===== src/rtl/parking_occupancy_ctrl_pkg.sv =====
// Shared definitions for the parking lot occupancy controller and the
// display/gate blocks that consume its status.
package parking_pkg;

    typedef enum logic [1:0] {
        IDLE    = 2'd0,
        COMPUTE = 2'd1,
        RESPOND = 2'd2
    } state_t;

    localparam logic OP_ADD = 1'b0;
    localparam logic OP_SUB = 1'b1;

    localparam int          DATA_W           = 8;
    localparam logic [7:0]  CAPACITY_DEFAULT = 8'd200;

endpackage


===== src/rtl/parking_occupancy_ctrl_addsub.sv =====
// Ripple-carry add/subtract: S = A + B (sel=0) or A - B (sel=1).
// For subtraction cout=1 means no borrow.
module occ_addsub #(
    parameter int WIDTH = 8
) (
    input  logic [WIDTH-1:0] A,
    input  logic [WIDTH-1:0] B,
    input  logic             sel,
    output logic [WIDTH-1:0] S,
    output logic             cout
);

    logic [WIDTH-1:0] w_b;
    logic             w_c;

    assign w_b = B ^ {WIDTH{sel}};

    always_comb begin
        S   = '0;
        w_c = sel;
        for (int i = 0; i < WIDTH; i++) begin
            S[i] = A[i] ^ w_b[i] ^ w_c;
            w_c  = (A[i] & w_b[i]) | (w_c & (A[i] ^ w_b[i]));
        end
        cout = w_c;
    end

endmodule


===== src/rtl/parking_occupancy_ctrl.sv =====
// Occupancy controller: serves gate entry/exit requests one at a time over a
// 4-phase req/ack handshake and keeps count/free/full/empty coherent.
//
//   state   | meaning
//   IDLE    | wait for an armed request (exit wins over entry)
//   COMPUTE | datapath evaluates count +/- 1, result registered
//   RESPOND | ack pulse; count and status flags update on the closing edge
module parking_occupancy_ctrl
    import parking_pkg::*;
#(
    parameter int               WIDTH    = DATA_W,
    parameter logic [WIDTH-1:0] CAPACITY = CAPACITY_DEFAULT
) (
    input  logic             clk,
    input  logic             rst_n,
    input  logic             entry_req,
    input  logic             exit_req,
    output logic             entry_ack,
    output logic             entry_grant,
    output logic             exit_ack,
    output logic [WIDTH-1:0] count,
    output logic [WIDTH-1:0] free,
    output logic             full,
    output logic             empty,
    output logic             err_underflow
);

    state_t           r_state;
    state_t           w_state_nxt;
    logic             r_op;
    logic             r_reject;
    logic [WIDTH-1:0] r_b;
    logic [WIDTH-1:0] r_result;
    logic [WIDTH-1:0] r_count;
    logic [WIDTH-1:0] r_free;
    logic             r_full;
    logic             r_empty;
    logic             r_err;
    logic             r_entry_arm;
    logic             r_exit_arm;

    logic             w_take_exit;
    logic             w_take_entry;
    logic             w_guard;
    logic [WIDTH-1:0] w_sum;
    logic             w_cout;
    logic [WIDTH-1:0] w_free;
    logic             w_free_cout;

    assign w_take_exit  = exit_req && r_exit_arm;
    assign w_take_entry = !w_take_exit && entry_req && r_entry_arm;
    // A guarded (rejected) operation runs through the datapath with B=0,
    // so the result is simply the unchanged count.
    assign w_guard      = w_take_exit ? r_empty : r_full;

    occ_addsub #(.WIDTH(WIDTH)) u_step (
        .A    (r_count),
        .B    (r_b),
        .sel  (r_op),
        .S    (w_sum),
        .cout (w_cout)
    );

    occ_addsub #(.WIDTH(WIDTH)) u_free (
        .A    (CAPACITY),
        .B    (r_result),
        .sel  (OP_SUB),
        .S    (w_free),
        .cout (w_free_cout)
    );

    always_ff @(posedge clk or negedge rst_n) begin
        if (!rst_n) begin
            r_state <= IDLE;
        end else begin
            r_state <= w_state_nxt;
        end
    end

    always_comb begin
        w_state_nxt = r_state;
        case (r_state)
            IDLE:    if (w_take_exit || w_take_entry) w_state_nxt = COMPUTE;
            COMPUTE: w_state_nxt = RESPOND;
            RESPOND: w_state_nxt = IDLE;
            default: w_state_nxt = IDLE;
        endcase
    end

    always_comb begin
        entry_ack   = 1'b0;
        entry_grant = 1'b0;
        exit_ack    = 1'b0;
        if (r_state == RESPOND) begin
            if (r_op == OP_ADD) begin
                entry_ack   = 1'b1;
                entry_grant = !r_reject;
            end else begin
                exit_ack    = 1'b1;
            end
        end
    end

    always_ff @(posedge clk or negedge rst_n) begin
        if (!rst_n) begin
            r_op     <= OP_ADD;
            r_reject <= 1'b0;
            r_b      <= '0;
            r_result <= '0;
            r_count  <= '0;
            r_free   <= CAPACITY;
            r_full   <= 1'b0;
            r_empty  <= 1'b1;
            r_err    <= 1'b0;
        end else begin
            case (r_state)
                IDLE: begin
                    if (w_take_exit || w_take_entry) begin
                        r_op     <= w_take_exit ? OP_SUB : OP_ADD;
                        r_reject <= w_guard;
                        r_b      <= w_guard ? '0 : WIDTH'(1);
                    end
                end
                COMPUTE: begin
                    r_result <= w_sum;
                    // add must not carry, subtract must not borrow
                    assert (w_cout == r_op);
                end
                RESPOND: begin
                    r_count <= r_result;
                    r_free  <= w_free;
                    r_full  <= (r_result == CAPACITY);
                    r_empty <= (r_result == '0);
                    if (r_op == OP_SUB && r_reject) r_err <= 1'b1;
                    assert (w_free_cout);
                end
                default: ;
            endcase
        end
    end

    // Clearing on the serving edge wins; re-arm needs the req seen low later.
    always_ff @(posedge clk or negedge rst_n) begin
        if (!rst_n) begin
            r_entry_arm <= 1'b1;
            r_exit_arm  <= 1'b1;
        end else begin
            if (r_state == RESPOND && r_op == OP_ADD) r_entry_arm <= 1'b0;
            else if (!entry_req)                      r_entry_arm <= 1'b1;
            if (r_state == RESPOND && r_op == OP_SUB) r_exit_arm  <= 1'b0;
            else if (!exit_req)                       r_exit_arm  <= 1'b1;
        end
    end

    assign count         = r_count;
    assign free          = r_free;
    assign full          = r_full;
    assign empty         = r_empty;
    assign err_underflow = r_err;

endmodule


===== config.mk =====
export PLATFORM = sky130hd
export DESIGN_NAME = parking_occupancy_ctrl
export DESIGN_NICKNAME = d
export VERILOG_FILES = /design/src/rtl/parking_occupancy_ctrl_pkg.sv /design/src/rtl/parking_occupancy_ctrl_addsub.sv /design/src/rtl/parking_occupancy_ctrl.sv
export SDC_FILE = /design/constraint.sdc
export NUM_CORES = 1
export LEC_CHECK = 0
export BUFFER_PORTS_ARGS = -buffer_cell sky130_fd_sc_hd__buf_2
export CAP_MARGIN = 15
export CORE_MARGIN = 1.5
export CORE_UTILIZATION = 25
export CTS_CLUSTER_DIAMETER = 30
export DETAILED_ROUTE_END_ITERATION = 10
export PLACE_DENSITY = 0.41
export SYNTH_ARGS = -nofsm -noshare
export SYNTH_HDL_FRONTEND = slang
export SYNTH_SLANG_ARGS = --single-unit
export TNS_END_PERCENT = 100

===== constraint.sdc =====
create_clock -name clk -period 3.6 [get_ports clk]
set_input_delay 0.72 -clock clk [delete_from_list [all_inputs] [get_ports clk]]
set_output_delay 0.72 -clock clk [all_outputs]
set_load 0.02 [all_outputs]

==> results.md, run 1 <==
- Hold Crit Class: reg2reg
- Worst Hold Launch: err_underflow
- Final nets: 192
- Post-synth top cells: 45 x nand2_1, 27 x dfrtp_1, 15 x inv_1, 15 x o21ai_0
- CP Class: reg2reg
- Rows: 28
- Unique masters post-synth: 25
- Total Routing Usage GR: 11.1%
- Initial antenna violation count: 0
- Data required, critical path: 3760 ps
- Io pins: 26
- LEAKAGE: 0.970 nW
- Dominant synthesized flop cell: dfrtp_1
- Die footprint: 6790 sq um
- Final hold violations: 0
- Largest net degree at the start of global routing: 34
- Area of the multi-input gates: 643 sq um
- Worst EP arrival: 3480 ps
- First DRT Iteration DRCs: 55
- CP peak stage delay: 450 ps
- RSZ-0062 raised after global routing: false
- Top-area cell type share of the netlist area: 42.9%
- Layout cells sized above 1: 25.4%
- Worst-path maximum fanout: 6
- Setup crit start: r_op
- Power per Cell Area: 1030 nW/um^2
- Register area: 833 sq um
- Max Slew Vio Count: 0
- Post-CTS Hold Fix Bufs: 0
- Vias per cell: 4.18
- Dpl cells: 244
- DR vias: 1054
- TritonCTS buffer count: 5
- Number of routed nets with antenna violations: 0
- CTS tree: done
- Fillers: 623
- Slew headroom: 41.1%
- Post-synthesis cell area: 1580 sq um
- R2r startpoint: r_op
- Clk sinks: 33
- Crit-path cells: inv_1, fa_1, inv_1, fa_1, fa_1, fa_1, fa_1, fa_1, xnor2_1, xnor2_1, o21ai_0
- First-pass GRT wire length: 5470 um
- CTS Root Cell: clkbuf_8
- Max rail drop VDD: 0.294 mV
- Status: finished, final reports clean
- Post-synthesis sequential element count: 33
- Chip Width: 82.4 um
- First-pass DRT Iterations: 4
- Worst Max-Slew Pin Slew: 884 ps
- Yosys warnings: 0
- Final setup fails: 0
- Final period util: 92.1%
- Synth Instances: 149
- Period minus WS final: 3310 ps
- WL/cell: 12.8 um
- Ant. Diodes: 0
- Most frequent cell after synthesis: nand2_1
- CP bufs+invs: 2
- CTS resizes: 0
- Max-capacitance violation count: 0
- Starting Density: 26.3%
- Placeable Area: 5990 sq um
- Ranking of synthesized cells by area: dfrtp_1 43%, nand2_1 11%, dfstp_2 10%, fa_1 7.6%, ha_1 4.8%
- EDFF count, synth: 0
- Register area share after synthesis: 52.9%
- Non-Filler Instances: 252
- Crit path max-delay family: adder cells
- Synthesized Nets: 165
- Drt total wl: 3230 um
- Gr ovfl total: 0
- Clk_lat worst skew: 280 ps
- H-tree levels: 2
- Setup bufs post-CTS: 0
- Final GP Congestion: 0.782
- Drt drc: 0
- Worst Setup End Kind: flip-flop
- Worst Setup Start Kind: flip-flop
- Crit-path most repeated cell: fa_1
- Worst-path clk slew: 70 ps
- Number of global-route vias before repair: 1042
- DP Area: 1760 sq um
- Synth area leader: dfrtp_1
- Die Y: 82.4 um
- # port buffers: 25
- Syn-to-layout area delta: 19.0%
- Dpl hpwl: 2430 um
- Setup total negative slack: 0 ps
- Syn_area_per_cell: 10.6 sq um
- CP max stage cell: dfrtp_1
- Achievable frequency: 302 MHz
- Asr flop ratio synth: 100%
- Skew final: 9.31 ps
- Finished Cell Area: 1880 sq um
- Clock buffer depth: 2
==> path summary, 6_finish.rpt <==
check                                 to  cells after the start  slack, ps
hold / removal             err_underflow                      1        450
setup reg to reg             r_result[7]                     11        290
hold reg to reg            err_underflow                      1        450
setup / recovery             r_result[7]                     11        290
max in group asynchronous    r_result[2]                      1       2610
min in group asynchronous        free[5]                      1        500
==> where the power goes <==
part | switching (mW) | total [mW] | internal, mW
Sequential | 0.146 | 0.701 | 0.555
Clock | 0.134 | 0.360 | 0.226
Combinational | 0.540 | 0.869 | 0.328
==> registers in the layout (all words and copies together), names as in the netlist, 2 cells and up <==
register,count
count,8
r_state,2
free,7
r_result,8
==> per-stage QoR <==
stage	power, mW	hold slack [ps]	setup slack (ps)	util [%]
global placement	1.61	439	306	29.4
global route	2.13	468	78.0	31.3
detailed placement	1.59	441	253	29.4
finish	1.93	452	285	31.3
CTS	1.97	458	252	31.3
floorplan	1.34	424	294	-
==> layout make-up <==
type | count | share of cell area [%]
flip-flops and latches | 33 | 44.4
clock inverters | 1 | 1.60
repair buffers | 26 | 7.07
multi-input cells | 95 | 34.3
well taps | 75 | 5.00
inverters | 15 | 3.00
clock buffers | 7 | 4.60
==> layer usage <==
layer	global-route usage, %	vias up	part of all wire, %
met3	3.63	5	4.3
met1	16.1	503	50
met5	0	-	0
li1	-	526	-
met4	4.58	0	1.7
met2	15.1	20	44
==> placed cells by master (no fill, tap or decap), types with 3 or more instances in the layout <==
| cell | n |
|---|---|
| clkbuf_8 | 6 |
| inv_1 | 15 |
| nor2_1 | 3 |
| dfrtp_1 | 27 |
| nand2_1 | 45 |
| dfstp_2 | 6 |
| ha_1 | 6 |
| fa_1 | 6 |
| o21ai_0 | 15 |
| buf_2 | 25 |
==> kinds of logic after synthesis <==
group / count (synthesis) / synth area share, %
simple gates: 54 / 14.8
flops: 33 / 52.9
compound gates: 21 / 8.73
buf+inv: 21 / 6.35
fa+ha+maj: 12 / 12.4
xor+xnor: 4 / 2.22
mux: 4 / 2.70
==> worst reg2reg max path: cells and delay by family (launching register included) <==
| kind | cells | cell delay [ps] |
|---|---|---|
| fa+ha+maj | 6 | 2100 |
| flops | 1 | 450 |
| xor+xnor | 2 | 320 |
| buf+inv | 2 | 230 |
| compound gates | 1 | 80 |
No activity file was read; power rests on OpenSTA's default activity.
==> inputs of run 2 (changes only) <==
- CORE_MARGIN: 1.5 -> 1
- REMOVE_ABC_BUFFERS: default -> 1
==> run 2 against run 1 <==
Sequential share of layout area did not move. Wire length grew 0.84%. Register-to-register slack barely moved. Combinational power down 1%. Total power down 0.87%. Highest routed layer unchanged.
==> results.md, run 2 (synthesis results as in run 1) <==
- Status: finished, final reports clean
- Data required, critical path: 3760 ps
- Syn-to-layout area delta: 19.0%
- Initial antenna violation count: 0
- Commonest non-fill, non-tap cell in the layout: nand2_1
- Clk sinks: 33
- Worst Setup End Kind: flip-flop
- First-pass DRT Iterations: 4
- # port buffers: 25
- Number of routed nets with antenna violations: 0
- Worst Setup Start Kind: flip-flop
- Final period util: 92.4%
- Hold Crit Class: reg2reg
- Skew final: 8.06 ps
- Ant. Diodes: 0
- Worst-path clk slew: 70 ps
- Slew headroom: 36.5%
- Clock power frac: 18.8%
- Max-capacitance violation count: 0
- Vias per cell: 4.19
- Sw frac: 42.4%
- Starting Density: 26.3%
- Worst Max-Slew Pin Slew: 952 ps
- LEAKAGE: 0.970 nW
- Rows: 28
- RSZ-0062 raised after global routing: false
- Clock buffer depth: 2
- Setup bufs post-CTS: 0
- DR vias: 1057
- CP Class: reg2reg
- Power per Cell Area: 1020 nW/um^2
- Layout cells sized above 1: 25.4%
- First DRT Iteration DRCs: 34
- CTS Root Cell: clkbuf_8
- Placeable Area: 5990 sq um
- Final nets: 192
- Worst EP arrival: 3490 ps
- Final GP Congestion: 0.727
- Die footprint: 6630 sq um
- Commonest cells after routing, fill and taps aside: 45 x nand2_1, 27 x dfrtp_1, 25 x buf_2
- Drt drc: 0
- Dpl hpwl: 2350 um
- Worst Reg-to-Reg Cells: 11
- CTS resizes: 0
- Clk_lat worst skew: 280 ps
- Setup total negative slack: 0 ps
- TritonCTS buffer count: 5
- Achievable frequency: 301 MHz
- Fillers: 631
- Drt total wl: 3250 um
- First-pass GRT wire length: 5250 um
- Max rail drop VDD: 0.242 mV
- Sequential share of power: 36.4%
- WL/cell: 12.9 um
- Final setup fails: 0
- Die Y: 81.4 um
- Gr ovfl total: 0
- CTS tree: done
- Largest net degree at the start of global routing: 34
- Internal Power: 1.10 mW
- NetSw: 0.812 mW
- Period minus WS final: 3330 ps
- Io pins: 26
- Max Slew Vio Count: 0
- Overall power: 1.91 mW
- Final hold violations: 0
- Worst-path maximum fanout: 3
- Post-CTS Hold Fix Bufs: 0
- Chip Width: 81.4 um
- Hold Path Cell Cnt: 2
- Total Routing Usage GR: 11.0%
- Share of total power in combinational logic: 44.8%
- H-tree levels: 2
- Number of global-route vias before repair: 1043
run 2: cell counts in the layout (fill, tap and decap cells not counted):
No cell type changed its count.
run 2: through the flow:
| stage | instances | utilization, % | hold slack (ps) | area (sq um) | setup WS (ps) |
|---|---|---|---|---|---|
| after detailed placement | 244 | 29.4 | 457 | 1760 | 241 |
| after CTS | 252 | 31.3 | 468 | 1880 | 241 |
| after floorplan | 143 | - | 424 | 1530 | 227 |
| after global placement | 244 | 29.4 | 436 | 1760 | 306 |
| after global routing | 252 | 31.3 | 481 | 1880 | 78.1 |
| final | 252 | 31.3 | 466 | 1880 | 273 |
run 2: metal layers:
| layer | vias to the layer above | track usage (%) | part of all wire, % |
|---|---|---|---|
| met4 | 0 | 5.89 | 2.6 |
| met2 | 15 | 16.7 | 47 |
| met3 | 8 | 2.78 | 3.1 |
| li1 | 523 | - | - |
| met5 | - | 0 | 0 |
| met1 | 511 | 14.3 | 47 |
run 2: final cells by class:
type / count / area, sq um / area share, %
multi-input cells: 95 / 643 / 34.3
repair buffers: 26 / 133 / 7.07
clock buffers: 7 / 86.3 / 4.60
inverters: 15 / 56.3 / 3.00
clock inverters: 1 / 30.0 / 1.60
well taps: 75 / 93.8 / 5.00
flip-flops and latches: 33 / 833 / 44.4
run 2: final timing paths:
kind                       startpoint          end  slack, ps
setup reg to reg               r_b[0]  r_result[7]        270
hold / removal             r_exit_arm   r_exit_arm        470
min in group asynchronous       rst_n      free[5]        490
max in group asynchronous       rst_n      free[2]       2630
setup / recovery               r_b[0]  r_result[7]        270
hold reg to reg            r_exit_arm   r_exit_arm        470
run 2: power groups by stage:
stage	Sequential (mW)	Clock (mW)	Combinational, mW
final	0.697	0.361	0.856
after floorplan	0.796	0	0.501
after detailed placement	0.707	0	0.880
after CTS	0.701	0.372	0.882
after global placement	0.700	0	0.871
after global routing	0.727	0.386	0.980
run 2: worst max-delay path, cell delays in order (launching register included):
cell	delay, ps
dfrtp_1	390
mux2i_1	240
fa_1	190
inv_1	50
fa_1	370
fa_1	390
fa_1	380
fa_1	380
fa_1	400
xnor2_1	200
xnor2_1	130
o21ai_0	80
